===== src/rtl/alu_mac_pipe.sv =====
// Two-stage pipelined signed fixed-point ALU with valid/ready handshake,
// internal multiply-accumulate register and optional saturation.
module alu_mac_pipe #(
  parameter int BUS_WIDTH = 8,
  parameter int FRAC_BITS = 0,
  parameter int SATURATE  = 1
) (
  input  logic                 clk,
  input  logic                 rst_n,
  input  logic                 in_valid,
  output logic                 in_ready,
  input  logic [2:0]           op,
  input  logic [BUS_WIDTH-1:0] data_a,
  input  logic [BUS_WIDTH-1:0] data_b,
  input  logic [BUS_WIDTH-1:0] imm,
  input  logic [BUS_WIDTH-1:0] sw,
  output logic                 out_valid,
  input  logic                 out_ready,
  output logic [BUS_WIDTH-1:0] result,
  output logic                 overflow
);

  localparam int W  = BUS_WIDTH;
  localparam int PW = 2 * BUS_WIDTH;
  localparam int XW = 2 * BUS_WIDTH + 1;

  typedef enum logic [2:0] {
    OP_LOAD = 3'd0,
    OP_ADD  = 3'd1,
    OP_SUB  = 3'd2,
    OP_ADDI = 3'd3,
    OP_MUL  = 3'd4,
    OP_MAC  = 3'd5,
    OP_MACI = 3'd6,
    OP_CLR  = 3'd7
  } op_e;

  op_e                  op_in;
  logic                 adv;
  logic [W-1:0]         mult_d;
  logic [W-1:0]         s1_add_d;
  logic signed [PW-1:0] s1_prod_d;

  logic                 s1_valid_q;
  op_e                  s1_op_q;
  logic [W-1:0]         s1_a_q;
  logic [W-1:0]         s1_sw_q;
  logic [W-1:0]         s1_add_q;
  logic signed [PW-1:0] s1_prod_q;

  logic signed [PW-1:0] scaled;
  logic [XW-1:0]        wide;
  logic [W:0]           hi;
  logic                 ovf_d;
  logic [W-1:0]         res_d;
  logic [W-1:0]         acc_d;

  logic                 out_valid_q;
  logic [W-1:0]         result_q;
  logic                 overflow_q;
  logic [W-1:0]         acc_q;

  assign op_in     = op_e'(op);
  assign adv       = !out_valid_q || out_ready;
  assign in_ready  = adv;
  assign out_valid = out_valid_q;
  assign result    = result_q;
  assign overflow  = overflow_q;

  always_comb begin
    mult_d    = (op_in == OP_MACI) ? imm : data_b;
    s1_add_d  = (op_in == OP_ADDI) ? imm : data_b;
    s1_prod_d = {{W{data_a[W-1]}}, data_a} * {{W{mult_d[W-1]}}, mult_d};
  end

  // Everything is widened to 2W+1 bits so one range check covers every op.
  always_comb begin
    scaled = s1_prod_q >>> FRAC_BITS;
    wide   = '0;
    unique case (s1_op_q)
      OP_LOAD: wide = {{(W+1){s1_sw_q[W-1]}}, s1_sw_q};
      OP_ADD, OP_ADDI:
        wide = {{(W+1){s1_a_q[W-1]}}, s1_a_q} + {{(W+1){s1_add_q[W-1]}}, s1_add_q};
      OP_SUB:
        wide = {{(W+1){s1_a_q[W-1]}}, s1_a_q} - {{(W+1){s1_add_q[W-1]}}, s1_add_q};
      OP_MUL:  wide = {scaled[PW-1], scaled};
      OP_MAC, OP_MACI:
        wide = {{(W+1){acc_q[W-1]}}, acc_q} + {scaled[PW-1], scaled};
      OP_CLR:  wide = '0;
      default: wide = '0;
    endcase
  end

  always_comb begin
    hi    = wide[XW-1:W-1];
    ovf_d = !((&hi) || !(|hi));
    res_d = wide[W-1:0];
    if (ovf_d && (SATURATE != 0))
      res_d = wide[XW-1] ? {1'b1, {(W-1){1'b0}}} : {1'b0, {(W-1){1'b1}}};
    acc_d = acc_q;
    if (s1_op_q == OP_MAC || s1_op_q == OP_MACI || s1_op_q == OP_CLR)
      acc_d = res_d;
  end

  always_ff @(posedge clk or negedge rst_n) begin
    if (!rst_n) begin
      s1_valid_q  <= 1'b0;
      s1_op_q     <= OP_LOAD;
      s1_a_q      <= '0;
      s1_sw_q     <= '0;
      s1_add_q    <= '0;
      s1_prod_q   <= '0;
      out_valid_q <= 1'b0;
      result_q    <= '0;
      overflow_q  <= 1'b0;
      acc_q       <= '0;
    end else if (adv) begin
      s1_valid_q  <= in_valid;
      out_valid_q <= s1_valid_q;
      if (in_valid) begin
        s1_op_q   <= op_in;
        s1_a_q    <= data_a;
        s1_sw_q   <= sw;
        s1_add_q  <= s1_add_d;
        s1_prod_q <= s1_prod_d;
      end
      // Output and acc only move on a real transfer so results stay put otherwise.
      if (s1_valid_q) begin
        result_q   <= res_d;
        overflow_q <= ovf_d;
        acc_q      <= acc_d;
      end
    end
  end

endmodule

===== config.mk =====
export PLATFORM = sky130hd
export DESIGN_NAME = alu_mac_pipe
export DESIGN_NICKNAME = d
export VERILOG_FILES = /design/src/rtl/alu_mac_pipe.sv
export SDC_FILE = /design/constraint.sdc
export NUM_CORES = 1
export LEC_CHECK = 0
export CAP_MARGIN = 30
export CORE_ASPECT_RATIO = 1.25
export CORE_MARGIN = 4
export CORE_UTILIZATION = 45
export DETAILED_ROUTE_END_ITERATION = 6
export PLACE_DENSITY = 0.7
export SLEW_MARGIN = 20
export SYNTH_ARGS = -nofsm -noshare
export SYNTH_HDL_FRONTEND = slang
export SYNTH_SLANG_ARGS = --single-unit

===== constraint.sdc =====
create_clock -name clk -period 4.2 [get_ports clk]
set_input_delay 0.63 -clock clk [delete_from_list [all_inputs] [get_ports clk]]
set_output_delay 0.63 -clock clk [all_outputs]
set_load 0.02 [all_outputs]

==> results by group, run 1 <==
Yosys
  – Post-synth EDFFs: 0
  – Syn Inst Count: 757
  – Syn_nets: 915
  – Yosys reg bits: 62
  – Simple-Gate Fraction of Synth Area: 0.149
  – Mux contribution to synthesized area: 0.0670
  – Ys Warns: 0
  – Top-area cell type share of the netlist area: 0.223
  – Netlist cell types: 70
  – Compound-cell area share of the yosys netlist: 0.167
  – Top cells by area, synth: dfrtp_1 (22%), fa_1 (17%), ha_1 (11%)
  – Largest family of logic cells by synthesized area: adder cells
  – Synth Area in XOR/XNOR: 0.0415
  – Syn avg cell area: 9.20 um2
  – Syn Std Cell Area: around 7000 um2
  – Post-Synth Adder-Cell Area: 0.276
  – Synth area leader: dfrtp_1
  – Sequential area share after synthesis: 0.223
  – Post-synth ARST share: 1.00
  – Top FF cell, synth: dfrtp_1

Floorplan
  – Die Span Y: 147 um
  – Num ports: 50
  – Core outline area: roughly 15000 um2
  – Rows: 50
  – Initial cell density of the core: 0.462
  – Die W: ~120 um
  – Full die area: 17500 um2

Setup path
  – Max Fanout on Critical Path: 8
  – CP Capture Type: flop
  – R2R Path Start: s1_prod_q[0]
  – Critical R2R Capture: acc_q[5]
  – Crit-path max cell delay: between 500 and 600 ps
  – CP required: ~4400 ps
  – Crit path DAT: 5230 ps
  – WS Path Type: in2reg
  – CP startpoint: op[0]
  – R2R depth: 12
  – Worst R2R Setup Slack: 390 ps
  – Crit path to: s1_prod_q[14]
  – Most common cell on crit path: fa_1
  – Crit path launch type: input port
  – CP Cell Sequence: buf_6 -> nand3b_1 -> buf_12 -> mux2_4 -> and2_4 -> fa_1 -> inv_1 -> fa_1 -> inv_2 -> fa_1 -> inv_1 -> fa_1 -> inv_2 -> ha_4 -> buf_6 -> a21oi_4 -> o21bai_1 -> a21oi_2 -> o21bai_1 -> a21oi_2 -> o21bai_1 -> a21oi_1 -> xor2_1 -> o21ai_1
  – Crit path max-delay cell type: fa_1

Layout
  – Fin nets: 1015
  – Area Growth Syn to Fin: 22.8%
  – Final instance area: 8560 um2
  – Final Util: 0.567
  – Number of antenna diodes: 0
  – Reg area: between 1500 and 2000 um2
  – Multi-input combinational cell area: 5050 um2
  – Filler cells: 1325
  – Layout cells sized above 1: 0.211

Routing
  – Total wire length: 16400 um
  – Antenna viol nets, final: 0
  – WL/cell: 15.3 um
  – DRC: 0
  – DRT Pass-1 Iters: 5
  – Drt initial violations: 302
  – Vias per Instance: between 5 and 6
  – Detailed-route via count: 5640

STA
  – Slew margin rel.: 0.587
  – Worst Setup Slack, final: -821 ps
  – Final Hold Fails: 0
  – Period utilization: 1.20
  – Slew Limit Fails: 0
  – Setup-failing EPs final: 9
  – Clock skew: 12.8 ps
  – RSZ-0062 raised after global routing: true
  – Min Clock Period, post-route: 5020 ps
  – FMAX: 0.199 GHz
  – Worst Tran Pin Value: about 610 ps

Place
  – PortBufs: 49
  – Hpwl dp: 13500 um
  – Placed Area: 8160 um2
  – GP Congestion: 0.906

Power and ir drop
  – LEAKAGE: 4.00 nW
  – Max VDD drop: 0.000508 V
  – Power Density: roughly 650 nW/um2

Clock network
  – CTS tree: done
  – CTS root buf: clkbuf_16
  – CTS H-tree depth: 3
  – Hold-fix buffers, CTS: 0
  – Clk_lat worst skew: approximately 340 ps
  – Clock buffer count from CTS: 9
  – Reg clk slew, reported paths: 60 ps
  – Bufs on Longest Clock Path: 2
  – # clock sinks: a little over 60

GRT
  – Grt total ovfl: 0
  – Largest net degree at the start of global routing: 41
  – First-pass GRT wire length: about 28000 um
  – Initial antenna violation count: 0
  – Vias in the first global route: about 6000
  – Total Routing Usage GR: 0.198

Status
  – Failing checks: negative setup slack
  – Status: complete, but fails checks

Job
  – Maxcap violations: 0

Min path
  – Worst Hold Class: in2async
worst min-delay path by stage:
stage | start | cells after the start | endpoint | slack, ps
floorplan | rst_n | 0 | acc_q[0] | 330
global placement | result[7] | 2 | result[7] | 470
detailed placement | overflow | 2 | overflow | 470
CTS | rst_n | 1 | result[3] | 250
global route | rst_n | 1 | result[3] | 280
finish | rst_n | 1 | result[3] | 240
final cells by class:
class | count | share of cell area
Tap cell | 208 | 0.0304
Multi-Input combinational cell | 568 | 0.590
Timing Repair Buffer | 117 | 0.120
Sequential cell | 62 | 0.181
Clock buffer | 9 | 0.0263
Inverter | 99 | 0.0434
Clock inverter | 7 | 0.00848
power by group:
part | switching [mW] | internal, mW | total, mW
registers | 0.184 | 0.795 | 0.980
clock network | 0.293 | 0.460 | 0.753
logic | 1.94 | 1.88 | 3.82
cell usage in the layout, fill, tap and decap left out, types with 5 or more instances in the layout:
| cell | n |
|---|---|
| nor2b_1 | 19 |
| o21ai_0 | 49 |
| mux2i_1 | 11 |
| a211oi_1 | 6 |
| nand2b_1 | 6 |
| nand2_1 | 56 |
| a21oi_2 | 11 |
| inv_2 | 8 |
| xor2_1 | 11 |
| and2_1 | 23 |
| nand3_1 | 5 |
| ha_1 | 56 |
| and2_4 | 5 |
| o21bai_1 | 5 |
| a31oi_1 | 6 |
| dfrtp_1 | 62 |
| mux2_2 | 25 |
| buf_4 | 63 |
| a21oi_1 | 28 |
| a221o_1 | 8 |
| nand2_2 | 5 |
| inv_1 | 91 |
| clkdlybuf4s50_1 | 45 |
| fa_1 | 54 |
| nor2_1 | 50 |
| xnor2_1 | 21 |
| clkbuf_16 | 9 |
| a21o_1 | 11 |
cell usage after synthesis, drive strengths merged (4+ instances only):
| library cell | number |
|---|---|
| a21oi | 40 |
| nor2 | 52 |
| mux2 | 29 |
| a221o | 8 |
| or2 | 4 |
| clkbuf | 18 |
| nand2b | 6 |
| a21o | 11 |
| a211oi | 6 |
| and2 | 28 |
| o22ai | 4 |
| nand2 | 61 |
| ha | 61 |
| nor2b | 19 |
| nand3 | 5 |
| xor2 | 11 |
| mux2i | 14 |
| inv | 99 |
| o21ai | 52 |
| fa | 58 |
| a31oi | 6 |
| dfrtp | 62 |
| nand4 | 5 |
| xnor2 | 22 |
| o21bai | 6 |
| buf | 10 |
logic make-up after synthesis:
logic type      Yosys count
xor+xnor                 33
simple gates            202
mux                      43
fa+ha+maj               119
compound gates          171
buf+inv                 127
flops                    62
through the flow:
step | hold WS, ps | setup WS (ps) | instances | TNS (ps) | power (mW)
detailed placement | 470 | -1640 | 1050 | -12730 | 4.70
floorplan | 334 | -983 | 757 | -4250 | 3.64
global route | 282 | -1050 | 1070 | -5760 | 6.11
global placement | 472 | -1570 | 1049 | -12050 | 4.65
CTS | 254 | -973 | 1070 | -5690 | 5.51
finish | 241 | -821 | 1070 | -4250 | 5.56
sequential cells by signal (all words and copies together), names as in the netlist:
name and count:
acc_q 8, overflow 1, s1_sw_q 8, s1_add_q 8, s1_op_q 3, s1_prod_q 16, s1_valid_q 1, s1_a_q 8
out_valid 1, result 8
repair_timing:
action	CTS	global route
cloned	0	0
pin swaps	15	29
setup endpoints to repair	11	11
gates resized for setup	17	25
buffers inserted	4	0
endpoints found under the hold margin	0	0
layer usage:
| metal | wire [um] | global-route usage | up-vias |
|---|---|---|---|
| met5 | 0 | 0 | - |
| met4 | 328 | 0.0613 | 0 |
| met3 | 302 | 0.0200 | 21 |
| met2 | 8960 | 0.372 | 70 |
| met1 | 6780 | 0.235 | 2780 |
| li1 | - | - | 2769 |
worst max-delay path: cells and delay by family:
family	cells	cell delay, ps
adders and majority gates	5	2220
muxes	1	330
buffers and inverters	7	570
AOI/OAI and AO/OA	8	970
xor gates and xnor gates	1	150
and+or+nand+nor	2	350
Power figures use the tool's default switching activity.
==> inputs of run 2 (changes only) <==
--- a/config.mk
+++ b/config.mk
@@ -9,9 +9,10 @@
 export CORE_ASPECT_RATIO = 1.25
 export CORE_MARGIN = 4
 export CORE_UTILIZATION = 45
+export CTS_CLUSTER_SIZE = 8
 export DETAILED_ROUTE_END_ITERATION = 6
 export PLACE_DENSITY = 0.7
-export SLEW_MARGIN = 20
+export SLEW_MARGIN = 25
 export SYNTH_ARGS = -nofsm -noshare
 export SYNTH_HDL_FRONTEND = slang
 export SYNTH_SLANG_ARGS = --single-unit
==> results by group, run 2 (synthesized netlist as in run 1, its figures left out) <==
STA
  – Min Clock Period, post-route: 5190 ps (+168 ps)
  – Slew Limit Fails: 0 (unchanged)
  – Setup TNS: -6040 ps (-1790 ps)
  – FMAX: 0.193 GHz (-3.2%)
  – Final Hold Fails: 0 (unchanged)
  – Worst Tran Pin Value: 612 ps (-0.965 ps)
  – Setup-failing EPs final: 9 (unchanged)
  – Clock skew: 9.72 ps (-3.10 ps)
  – Period utilization: 1.24 (+0.0399)
  – Slew margin rel.: 0.588 (+0.000650)
  – Worst Setup Slack, final: -989 ps (-168 ps)
  – RSZ-0062 raised after global routing: true
  – WHS: 297 ps (+55.6 ps)

Job
  – Maxcap violations: 0 (unchanged)

Routing
  – WL/cell: 15.5 um (+1.5%)
  – DRC: 0 (unchanged)
  – Vias per Instance: 5.29 (+0.41%)
  – DRT Pass-1 Iters: 5 (unchanged)
  – Drt initial violations: 271 (-10%)
  – Antenna viol nets, final: 0 (unchanged)
  – Detailed-route via count: 5748 (+1.9%)
  – Total wire length: 16900 um (+3.0%)

Floorplan
  – Die Span Y: 147 um (unchanged)
  – Rows: 50 (unchanged)
  – Initial cell density of the core: 0.462 (unchanged)
  – Die W: 119 um (unchanged)
  – Core outline area: 15100 um2 (unchanged)
  – Num ports: 50 (unchanged)
  – Full die area: 17500 um2 (unchanged)

Setup path
  – WS Path Type: in2reg
  – Crit path launch type: input port
  – CP required: 4410 ps (about the same)
  – Most common cell on crit path: fa_1
  – R2R Path Start: s1_prod_q[0]
  – Crit path max-delay cell type: fa_1
  – WP buf/inv: 8 (+1)
  – Crit path DAT: 5400 ps (+170 ps)
  – Crit-path leading delay family: adder cells
  – CP startpoint: op[0]
  – CP Cell Sequence: buf_6 -> nand3b_1 -> buf_12 -> buf_12 -> mux2_4 -> and2_4 -> fa_1 -> inv_1 -> fa_1 -> inv_2 -> fa_1 -> inv_1 -> fa_1 -> inv_2 -> ha_4 -> inv_4 -> o21bai_4 -> a21oi_2 -> nor2b_1 -> o21a_1 -> o31a_1 -> o41ai_2 -> xnor2_1 -> o21ai_1
  – Max Fanout on Critical Path: 5 (-3)
  – CP Capture Type: flop
  – Crit-path max cell delay: 540 ps (about the same)

Layout
  – Area Growth Syn to Fin: 24.8%
  – Largest register FFs: 16 (unchanged)
  – Final Util: 0.577 (+0.00921)
  – Commonest non-fill, non-tap cell in the layout: inv_1
  – Layout cells sized above 1: 0.224 (+0.0132)
  – Most frequent cells in the layout: inv_1 (90), buf_4 (81), dfrtp_1 (62), nand2_1 (58), fa_1 (56)
  – Fin nets: 1031 (+1.6%)
  – Number of antenna diodes: 0 (unchanged)
  – Reg with most FFs: s1_prod_q

GRT
  – First-pass GRT wire length: 28600 um (+0.90%)
  – Initial antenna violation count: 0 (unchanged)
  – Total Routing Usage GR: 0.201 (+0.00314)
  – Vias in the first global route: 5934 (-0.92%)
  – Largest net degree at the start of global routing: 47 (+15%)
  – Grt total ovfl: 0 (unchanged)

Power and ir drop
  – LEAKAGE: 4.07 nW (+1.9%)
  – Power Density: 652 nW/um2 (+0.33%)
  – Max VDD drop: 0.000520 V (+2.2%)
  – Design Power: 5.67 mW (+2.0%)

Place
  – Post-Place Worst Slack: -1620 ps (+15.1 ps)
  – GP Congestion: 0.906 (unchanged)
  – PortBufs: 49 (unchanged)
  – Hpwl dp: 13400 um (-0.58%)

Status
  – Failing checks: negative setup slack
  – Status: complete, but fails checks

Clock network
  – Hold-fix buffers, CTS: 0 (unchanged)
  – Clock buffer count from CTS: 9 (unchanged)
  – Clk_lat worst skew: 340 ps (about the same)
  – CTS root buf: clkbuf_16
  – CTS H-tree depth: 3 (unchanged)
  – Reg clk slew, reported paths: 60 ps (about the same)
  – Bufs on Longest Clock Path: 2 (unchanged)
  – # clock sinks: 62 (unchanged)
  – CTS tree: done

Min path
  – Worst Hold Class: in2async
[run 2: through the flow]
step | instance area, um2 | instances
after floorplan | 7080 | 757
after global routing | 8690 | 1086
final | 8690 | 1086
after detailed placement | 8140 | 1049
after global placement | 8140 | 1049
after CTS | 8560 | 1078
[run 2: final timing paths]
| path | endpoint | slack [ps] | depth (start not counted) |
|---|---|---|---|
| max in group asynchronous | s1_a_q[7] | 3210 | 2 |
| max reg2reg | acc_q[6] | 390 | 12 |
| min in group clk | overflow | 490 | 2 |
| min | result[3] | 300 | 1 |
| min reg2reg | overflow | 490 | 2 |
| max | s1_prod_q[15] | -990 | 24 |
[run 2: power breakdown]
group	switching (mW)	internal (mW)	total (mW)
registers	0.182	0.795	0.978
logic	1.99	1.95	3.94
clock network	0.292	0.460	0.752
total	2.46	3.20	5.67
[run 2: worst register-to-register path: cells and delay by family (launching register included)]
kind | cells | cell delay (ps)
compound gates | 7 | 1970
fa+ha+maj | 2 | 650
flops | 1 | 420
simple gates | 3 | 650
[run 2: metal layers]
metal	GRT usage	vias up	wire length [um]	share of wire
li1	-	2801	-	-
met1	0.240	2842	6950	0.41
met2	0.376	81	9200	0.55
met3	0.0254	24	391	0.023
met4	0.0567	0	326	0.019
met5	0	-	0	0
[run 2: area by class of cell]
| type | count | area (um2) |
|---|---|---|
| Clock buffer | 9 | 225 |
| Sequential cell | 62 | 1550 |
| Clock inverter | 7 | 72.6 |
| Timing Repair Buffer | 133 | 1140 |
| Inverter | 99 | 374 |
| Multi-Input combinational cell | 568 | 5070 |
| Tap cell | 208 | 260 |
| Fill cell | 1302 | 6380 |
[run 2: repair_timing]
item | 4_1_cts | 5_1_grt
gates resized for setup | 24 | 17
pin swaps | 34 | 41
setup endpoints to repair | 11 | 11
setup buffers | 13 | 8
